## src/rtl/fp_alu_pkg.sv

```systemverilog
// Shared definitions for the FP ALU mantissa datapath: widths, arbiter
// state encoding, requester port indices and 4-bit lookahead helpers.
package fp_alu_pkg;

  localparam int unsigned MANT_W    = 48;
  localparam int unsigned DEF_TAG_W = 4;

  typedef enum logic {
    ST_ARB,
    ST_LOCK
  } arb_state_e;

  localparam logic P_ADDSUB = 1'b0;
  localparam logic P_ROUND  = 1'b1;

  // Carries into positions 1..3 of a 4-wide lookahead group.
  function automatic logic [2:0] cla4_int(input logic [3:0] g,
                                          input logic [3:0] p,
                                          input logic       ci);
    cla4_int[0] = g[0] | (p[0] & ci);
    cla4_int[1] = g[1] | (p[1] & g[0]) | (p[1] & p[0] & ci);
    cla4_int[2] = g[2] | (p[2] & g[1]) | (p[2] & p[1] & g[0])
                | (p[2] & p[1] & p[0] & ci);
  endfunction

  // Group generate of a 4-wide lookahead group.
  function automatic logic cla4_gen(input logic [3:0] g,
                                    input logic [3:0] p);
    cla4_gen = g[3] | (p[3] & g[2]) | (p[3] & p[2] & g[1])
             | (p[3] & p[2] & p[1] & g[0]);
  endfunction

endpackage

```

## src/rtl/cla_tree_48bit.sv

```systemverilog
// 48-bit three-level carry-lookahead adder (4-bit groups, 16-bit
// supergroups, full lookahead across the three supergroups).
//  c_out : carry out of bit 47
//  s     : sum, modulo 2^48
//  a, b  : operands
//  c_in  : carry into bit 0
module cla_tree_48bit
  import fp_alu_pkg::*;
(
  output logic        c_out,
  output logic [47:0] s,
  input  logic [47:0] a,
  input  logic [47:0] b,
  input  logic        c_in
);

  logic [47:0] g, p, bc;
  logic [11:0] gg, gp, gc;
  logic [2:0]  sg_g, sg_p, sc;

  assign g = a & b;
  assign p = a ^ b;

  for (genvar k = 0; k < 12; k++) begin : g_grp
    assign gg[k] = cla4_gen(g[4*k +: 4], p[4*k +: 4]);
    assign gp[k] = &p[4*k +: 4];
    assign bc[4*k] = gc[k];
    assign bc[4*k+1 +: 3] = cla4_int(g[4*k +: 4], p[4*k +: 4], gc[k]);
  end

  for (genvar j = 0; j < 3; j++) begin : g_sgrp
    assign sg_g[j] = cla4_gen(gg[4*j +: 4], gp[4*j +: 4]);
    assign sg_p[j] = &gp[4*j +: 4];
    assign gc[4*j] = sc[j];
    assign gc[4*j+1 +: 3] = cla4_int(gg[4*j +: 4], gp[4*j +: 4], sc[j]);
  end

  assign sc[0] = c_in;
  assign sc[1] = sg_g[0] | (sg_p[0] & c_in);
  assign sc[2] = sg_g[1] | (sg_p[1] & sg_g[0]) | (sg_p[1] & sg_p[0] & c_in);
  assign c_out = sg_g[2] | (sg_p[2] & sg_g[1]) | (sg_p[2] & sg_p[1] & sg_g[0])
               | (&sg_p & c_in);

  assign s = p ^ bc;

endmodule

```

## src/rtl/mant_adder_arbiter.sv

```systemverilog
// Shares one 48-bit CLA mantissa adder between the add/sub alignment path
// (port 0) and the round/normalise increment path (port 1).
// Round-robin arbitration, optional grant lock for multi-word chains with
// carry forwarding, subtraction by B inversion plus carry-in, and a single
// registered result buffer with valid/ready.
//  req_*      : per-port request, port p packed at [p*W +: W] / [p*TAG_W +: TAG_W]
//  req_ready  : per-port accept (transfer on valid & ready)
//  res_*      : registered result (sum, carry-out, issuing port, tag)
module mant_adder_arbiter
  import fp_alu_pkg::*;
#(
  parameter int unsigned W     = MANT_W,
  parameter int unsigned TAG_W = DEF_TAG_W
) (
  input  logic               clk,
  input  logic               rst_n,
  input  logic [1:0]         req_valid,
  output logic [1:0]         req_ready,
  input  logic [2*W-1:0]     req_a,
  input  logic [2*W-1:0]     req_b,
  input  logic [1:0]         req_sub,
  input  logic [1:0]         req_chain,
  input  logic [1:0]         req_lock,
  input  logic [2*TAG_W-1:0] req_tag,
  output logic               res_valid,
  input  logic               res_ready,
  output logic [W-1:0]       res_sum,
  output logic               res_cout,
  output logic               res_port,
  output logic [TAG_W-1:0]   res_tag
);

  arb_state_e       state_q, state_d;
  logic             lock_port_q, lock_port_d;
  logic             last_grant_q, last_grant_d;
  logic             carry_q, carry_d;
  logic             res_valid_q, res_valid_d;
  logic [W-1:0]     res_sum_q, res_sum_d;
  logic             res_cout_q, res_cout_d;
  logic             res_port_q, res_port_d;
  logic [TAG_W-1:0] res_tag_q, res_tag_d;

  logic             can_issue, grant, any_req, accept;
  logic [W-1:0]     op_a, op_b, b_eff, add_sum;
  logic             sel_sub, sel_chain, sel_lock, c_in, add_cout;
  logic [TAG_W-1:0] sel_tag;

  // A draining buffer frees its slot in the same cycle, so a new
  // request can be accepted while the old result is consumed.
  assign can_issue = !res_valid_q || res_ready;

  always_comb begin
    grant   = P_ADDSUB;
    any_req = 1'b0;
    if (state_q == ST_LOCK) begin
      grant   = lock_port_q;
      any_req = req_valid[lock_port_q];
    end else begin
      any_req = |req_valid;
      if (&req_valid) grant = ~last_grant_q;
      else            grant = req_valid[P_ROUND];
    end
  end

  assign req_ready[P_ADDSUB] = can_issue & (grant == P_ADDSUB);
  assign req_ready[P_ROUND]  = can_issue & (grant == P_ROUND);
  assign accept              = can_issue & any_req;

  assign op_a      = grant ? req_a[2*W-1:W] : req_a[W-1:0];
  assign op_b      = grant ? req_b[2*W-1:W] : req_b[W-1:0];
  assign sel_tag   = grant ? req_tag[2*TAG_W-1:TAG_W] : req_tag[TAG_W-1:0];
  assign sel_sub   = req_sub[grant];
  assign sel_chain = req_chain[grant];
  assign sel_lock  = req_lock[grant];

  assign b_eff = sel_sub ? ~op_b : op_b;
  assign c_in  = sel_chain ? carry_q : sel_sub;

  cla_tree_48bit u_cla (
    .c_out (add_cout),
    .s     (add_sum),
    .a     (op_a),
    .b     (b_eff),
    .c_in  (c_in)
  );

  always_comb begin
    state_d      = state_q;
    lock_port_d  = lock_port_q;
    last_grant_d = last_grant_q;
    carry_d      = carry_q;
    res_valid_d  = res_valid_q;
    res_sum_d    = res_sum_q;
    res_cout_d   = res_cout_q;
    res_port_d   = res_port_q;
    res_tag_d    = res_tag_q;
    if (accept) begin
      last_grant_d = grant;
      carry_d      = add_cout;
      res_valid_d  = 1'b1;
      res_sum_d    = add_sum;
      res_cout_d   = add_cout;
      res_port_d   = grant;
      res_tag_d    = sel_tag;
      case (state_q)
        ST_ARB: begin
          if (sel_lock) begin
            state_d     = ST_LOCK;
            lock_port_d = grant;
          end
        end
        ST_LOCK: begin
          if (!sel_lock) state_d = ST_ARB;
        end
        default: state_d = ST_ARB;
      endcase
    end else if (res_ready) begin
      res_valid_d = 1'b0;
    end
  end

  always_ff @(posedge clk or negedge rst_n) begin
    if (!rst_n) begin
      state_q      <= ST_ARB;
      lock_port_q  <= P_ADDSUB;
      last_grant_q <= P_ROUND;
      carry_q      <= 1'b0;
      res_valid_q  <= 1'b0;
      res_sum_q    <= '0;
      res_cout_q   <= 1'b0;
      res_port_q   <= 1'b0;
      res_tag_q    <= '0;
    end else begin
      state_q      <= state_d;
      lock_port_q  <= lock_port_d;
      last_grant_q <= last_grant_d;
      carry_q      <= carry_d;
      res_valid_q  <= res_valid_d;
      res_sum_q    <= res_sum_d;
      res_cout_q   <= res_cout_d;
      res_port_q   <= res_port_d;
      res_tag_q    <= res_tag_d;
    end
  end

  assign res_valid = res_valid_q;
  assign res_sum   = res_sum_q;
  assign res_cout  = res_cout_q;
  assign res_port  = res_port_q;
  assign res_tag   = res_tag_q;

endmodule
```

## config.mk

```make
export PLATFORM = sky130hd
export DESIGN_NAME = mant_adder_arbiter
export DESIGN_NICKNAME = d
export VERILOG_FILES = /design/src/rtl/fp_alu_pkg.sv /design/src/rtl/cla_tree_48bit.sv /design/src/rtl/mant_adder_arbiter.sv
export SDC_FILE = /design/constraint.sdc
export NUM_CORES = 1
export LEC_CHECK = 0
export BUFFER_PORTS_ARGS = -buffer_cell sky130_fd_sc_hd__buf_2
export CAP_MARGIN = 20
export CORE_AREA = 2 2 135 97
export CTS_CLUSTER_DIAMETER = 30
export DETAILED_ROUTE_END_ITERATION = 7
export DIE_AREA = 0 0 137 99
export GPL_TIMING_DRIVEN = 0
export PLACE_DENSITY = 0.81
export SETUP_SLACK_MARGIN = 0.02
export SKIP_CTS_REPAIR_TIMING = 1
export SYNTH_ARGS = -nofsm -noshare
export SYNTH_HDL_FRONTEND = slang
export SYNTH_SLANG_ARGS = --single-unit
```

## constraint.sdc

```tcl
create_clock -name clk -period 6.6 [get_ports clk]
set_input_delay 0.99 -clock clk [delete_from_list [all_inputs] [get_ports clk]]
set_output_delay 0.99 -clock clk [all_outputs]
set_load 0.05 [all_outputs]
```

# Word level (Yosys, flattened, before mapping)
# Cells that the tools add are included.
# classes
bitwise	369
muxes	19
n_reduce_logical	22
magnitude_cmp	2
# ops
op	n
$and 1x1->1	221
$mux 48	3
$or 1x1->1	141
$xor 48x48->48	2
$and 48x48->48	1
$not 48->48	1
$reduce_and 16->1	3
$reduce_and 4->1	12
$reduce_and 48->1	1
$mux 1	15
$lt 1x2->1 const B	2
$mux 4	1
$not 1->1	3
$reduce_and 3->1	1
$reduce_and 2->1	1
$reduce_bool 2->1	1
$reduce_or 2->1	1
$logic_not 1->1	1
$logic_or 1x1->1	1
# word_totals
out_inout_bits	57
reg_bits	58

# Longest topological paths before layout
# depth
depth_word	23
ltp_mapped	20
ltp_nobuf	16

# Modules after synthesis
# A second synthesis with hierarchy kept.
# hier_totals
hier_cells	795
area_unflattened_um2	6461.2
# modules_own_cells
module	area_each_um2	cells_each	seq_area_each_um2	n_inst
mant_adder_arbiter	4290.4	523	1452.6	1
cla_tree_48bit	2170.8	272	0.0	1

# Worst setup path before layout
# No wires, ideal clock.
# synth_path
path_kind	in2reg
startpoint	input port req_valid[1]
endpoint	register res_sum_q[40] (netlist: res_sum[40])
stages	19
arrival_ps	5096
required_time_ps	6517
n_path_buf	4
setup_slack_ps	1421
cell_sequence	a21bo_2 -> o21a_1 -> clkbuf_1 -> buf_2 -> buf_1 -> clkbuf_1 -> nand2_1 -> nand2_1 -> ha_1 -> a21oi_1 -> o21bai_1 -> a221oi_2 -> a21boi_1 -> nor4_4 -> o21bai_2 -> a41oi_2 -> o21ba_2 -> fa_1 -> o21ai_0
# synth_between
elab_chain_cells	21
elab_cells_between_ends	136
# synth_rtl
item	line	rtl
start: declaration	mant_adder_arbiter.sv:17	input logic [1:0] req_valid,
$reduce_and 2->1	mant_adder_arbiter.sv:60	if (&req_valid) grant = ~last_grant_q;
$mux 1	mant_adder_arbiter.sv:60	
$mux 1	mant_adder_arbiter.sv:55	if (state_q == ST_LOCK) begin
$mux 1 (not written as such) / $mux 48 (equally long branches)	mant_adder_arbiter.sv:72, mant_adder_arbiter.sv:70	
$mux 1 (not written as such) / $not 48->48 (equally long branches)	mant_adder_arbiter.sv:72, mant_adder_arbiter.sv:76	
$mux 48	mant_adder_arbiter.sv:76	assign b_eff = sel_sub ? ~op_b : op_b;
$xor 48x48->48 / $and 48x48->48 (equally long branches)	cla_tree_48bit.sv:22, cla_tree_48bit.sv:21	
$and 1x1->1, on equally long branches	fp_alu_pkg.sv:29, fp_alu_pkg.sv:30	
[3 not listed]	n/a	
$and 1x1->1	fp_alu_pkg.sv:29	cla4_gen = g[3] | (p[3] & g[2]) | (p[3] & p[2] & g[1])
$or 1x1->1 (2 in series)	fp_alu_pkg.sv:29	
$or 1x1->1	fp_alu_pkg.sv:30	| (p[3] & p[2] & p[1] & g[0]);
$and 1x1->1	cla_tree_48bit.sv:40	assign sc[2] = sg_g[1] | (sg_p[1] & sg_g[0]) | (sg_p[1] & sg_p[0] & c_in);
$or 1x1->1 (2 in series)	cla_tree_48bit.sv:40	
$and 1x1->1	fp_alu_pkg.sv:21	cla4_int[1] = g[1] | (p[1] & g[0]) | (p[1] & p[0] & ci);
$or 1x1->1	fp_alu_pkg.sv:21	
$xor 48x48->48	cla_tree_48bit.sv:44	assign s = p ^ bc;
end signal: assignment	mant_adder_arbiter.sv:139	res_sum_q <= res_sum_d;
end: declaration	mant_adder_arbiter.sv:38	logic [W-1:0] res_sum_q, res_sum_d;
# Several ways; a longest one is shown, not always the timed one. The select of a mux whose other input is x is not followed.
# A chain may end at the register's enable or synchronous reset.

# Final worst setup path
# layout_path
startpoint	input port req_valid[1]
endpoint	register res_sum_q[41] (netlist: res_sum[41])
# layout_between
elab_chain_cells	23
elab_cells_between_ends	138
# layout_rtl
item	line	rtl
$reduce_and 2->1	mant_adder_arbiter.sv:60	
$mux 1	mant_adder_arbiter.sv:60	
$mux 1	mant_adder_arbiter.sv:55	
$mux 1 (not written as such) / $mux 48 (equally long branches)	mant_adder_arbiter.sv:72, mant_adder_arbiter.sv:70	
$mux 1 (not written as such) / $not 48->48 (equally long branches)	mant_adder_arbiter.sv:72, mant_adder_arbiter.sv:76	
$mux 48	mant_adder_arbiter.sv:76	
$xor 48x48->48 / $and 48x48->48 (equally long branches)	cla_tree_48bit.sv:22, cla_tree_48bit.sv:21	
$and 1x1->1, on equally long branches	fp_alu_pkg.sv:29, fp_alu_pkg.sv:30	
[6 not listed]	n/a	
$or 1x1->1	fp_alu_pkg.sv:30	
$and 1x1->1	cla_tree_48bit.sv:40	
$or 1x1->1 (2 in series)	cla_tree_48bit.sv:40	
$and 1x1->1	fp_alu_pkg.sv:21	
$or 1x1->1	fp_alu_pkg.sv:21	
$and 1x1->1	fp_alu_pkg.sv:20	cla4_int[0] = g[0] | (p[0] & ci);
$or 1x1->1	fp_alu_pkg.sv:20	
$xor 48x48->48	cla_tree_48bit.sv:44	
# Several ways; a longest one is shown, not always the timed one. The select of a mux whose other input is x is not followed.

==> impl_metrics.yaml <==
floorplan:
  io_pins: 268
  die_y_um: 99
  core_um2: 12300
  core.rowCount: 34
  chipWidth_um: 137
  initial_core_util_pct: 48.2
  dieArea_um2: 13600
drt:
  drc_errors: 0
  num_vias: 6264
  routed_wl_mm: 19.7
  post_drt_wl_per_cell_um: 16.7
  dr.first_iter.drc_count: 306
  drt_pass1_iterations: 5
  ant_nets: 0
  vias_per_cell: 5.30
logic_synthesis:
  synthFlopType: "dfrtp_1"
  syn_nets: 1007
  syn_inst: 736
  synth_seq_cells: 58
  netlist-cell-type-count: 59
  ys_seq_area_share_pct: 24.6
  syn_avg_cell_area_um2: 8.02
  synth_edf_count: 0
  synth_area_um2: 5910
  synthArstFlopShare_pct: 100
  ys_warn_count: 0
cells_and_area:
  mostFrequentLayoutCells: "buf_2, nand2_1, xor2_1"
  drive_gt1_share_pct: 29.8
  fill_cells: 1101
  instances_no_fill: 1181
  final_nets: 1285
  syn_to_final_growth_pct: 32.3
  layout_commonest_cell: "buf_2"
  antenna_cells: 0
placed_design:
  gp_congestion: 0.902
  hpwl_mm: 15.7
  port_buffers: 267
  post-place-ws_ps: -189
  placedCellCount: 1166
clock_tree:
  cts_made_buffers: 9
  tritoncts: "done"
  clock_sinks: 58
  cts_buffer_depth: 2
  h-tree-depth: 3
  cts-root-buf: "clkbuf_16"
  clk_latency_ps: 330
  cts.clk_slew.worst_paths_ps: 50
critical_path:
  cp-end-kind: "flip-flop"
  cp.required_ps: 6790
  path_cells: "buf_2 -> a21bo_2 -> o21a_1 -> clkbuf_1 -> buf_2 -> clkbuf_1 -> mux2i_1 -> inv_1 -> ha_1 -> nand4_1 -> nor4_1 -> nand2_1 -> a211oi_2 -> nor4_4 -> o21bai_2 -> a41oi_2 -> o21ba_2 -> fa_1 -> xor2_1 -> o21ai_0"
  crit_slowest_cell: "buf_2"
  cp.arrival_ps: 6150
  cp_num_buf_inv: 5
  worst_setup_path_start_kind: "primary input"
  crit_type: "primary input to flip-flop"
  slowest_delay_ps: 670
  crit_family: "buffers and inverters"
  cp_max_fo: 19
sta:
  rsz0062_at_grt: "false"
  worst_slack_ps: 638
  fin_skew_ps: 6.47
  fmaxAchievable_ghz: 0.168
  period_share_pct: 90.3
  min_period_ps: 5960
  hold_viol: 0
  hold_slack_ps: 466
  slew_headroom_pct: 39.9
  tightestPinTransition_ps: 902
  final_max_slew_viol_count: 0
  finalSetupViolCount: 0
grt:
  gr-max-usage-layer: "met2"
  grt_use_met3_pct: 6.07
  antenna_found_initial: 0
  overflow: 0
  met1_usage_pct: 41.5
  grt_pass1_wl_mm: 30.5
  grt_max_degree: 39
  grt_util_met2_pct: 47.4
  grtUsageTotal_pct: 29.5
  grt_pass1_vias: 5905
outcome:
  outcome: "completed"
flow_run:
  maxCapViolations: 0
hold_path:
  hold_path.class: "flip-flop to flip-flop"
[synthesized netlist by cell type, types with 5 or more instances]
cell	instances	share of area (%)
nor3b_1	5	0.64
nor2_1	26	1.7
a211oi_1	5	0.64
fa_1	12	4.1
a31oi_1	7	0.74
clkbuf_1	28	1.8
inv_1	25	1.6
nor3_1	6	0.51
nand3_1	7	0.59
nand2_1	203	13
ha_1	48	10
nand4b_1	5	0.74
a21o_1	10	1.3
mux2i_1	60	10
xnor2_1	10	1.5
a21oi_1	35	3.0
o21ai_0	47	4.0
nand4_1	9	0.95
dfrtp_1	57	24
xor2_1	64	9.5
[per-stage QoR]
stage | TNS [ps] | utilization [%] | instance area [um2]
floorplan | 0 | - | 5910
global placement | -304 | 60.8 | 7440
detailed placement | -315 | 60.9 | 7460
CTS | 0 | 63.8 | 7820
global route | 0 | 63.8 | 7810
finish | 0 | 63.8 | 7810
[final timing paths]
check | startpoint | endpoint | slack [ps] | cells after the start
min | res_sum[24] | res_sum[24] | 470 | 2
max | req_valid[1] | res_sum[41] | 640 | 20
min in group asynchronous | rst_n | res_sum[19] | 640 | 1
min reg2reg | res_sum[24] | res_sum[24] | 470 | 2
max in group asynchronous | rst_n | last_grant_q | 5300 | 2
max reg2reg | last_grant_q | res_sum[41] | 930 | 19
[worst register-to-register path: stages (launching register included)]
cell,delay [ps]
dfstp_2,530
a21bo_2,150
o21a_1,100
clkbuf_1,340
buf_2,670
clkbuf_1,550
mux2i_1,420
inv_1,80
ha_1,310
nand4_1,200
nor4_1,390
nand2_1,110
a211oi_2,220
nor4_4,120
o21bai_2,240
a41oi_2,190
o21ba_2,260
fa_1,430
xor2_1,140
o21ai_0,80
[cell families (layout without fill, tap and decap cells)]
kind of cell | Yosys count | in the layout | synth area share, %
DFF | 58 | 58 | 24.6
buffers and inverters | 61 | 344 | 3.96
xor gates and xnor gates | 74 | 74 | 11.0
muxes | 60 | 60 | 10.2
AOI/OAI and AO/OA | 138 | 138 | 14.9
and+or+nand+nor | 285 | 285 | 21.2
adders and majority gates | 60 | 60 | 14.2
[sequential cells by signal, indices dropped and copies added (netlist names)]
register and cells:
last_grant_q 1, res_tag 4, lock_port_q 1, res_sum 48, state_q 1, res_port 1
res_valid 1, res_cout 1
[layer usage]
metal / vias to the layer above / routed length [um]
met4: 0 / 197
met1: 2893 / 9190
met3: 21 / 1520
met2: 256 / 8810
met5: - / 0
li1: 3094 / -
[layout make-up]
class / instances / area [um2] / share of cell area [%]
Clock inverter: 5 / 100 / 1.28
Multi-Input combinational cell: 617 / 4220 / 54.0
Buffer: 35 / 136 / 1.75
Tap cell: 162 / 203 / 2.59
Clock buffer: 11 / 253 / 3.23
Timing Repair Buffer: 268 / 1360 / 17.4
Inverter: 25 / 93.8 / 1.20
Sequential cell: 58 / 1450 / 18.6
Power is left out: the tool's default activity adds up to more than one toggle a clock period on the data nets, which glitch-free logic cannot reach.
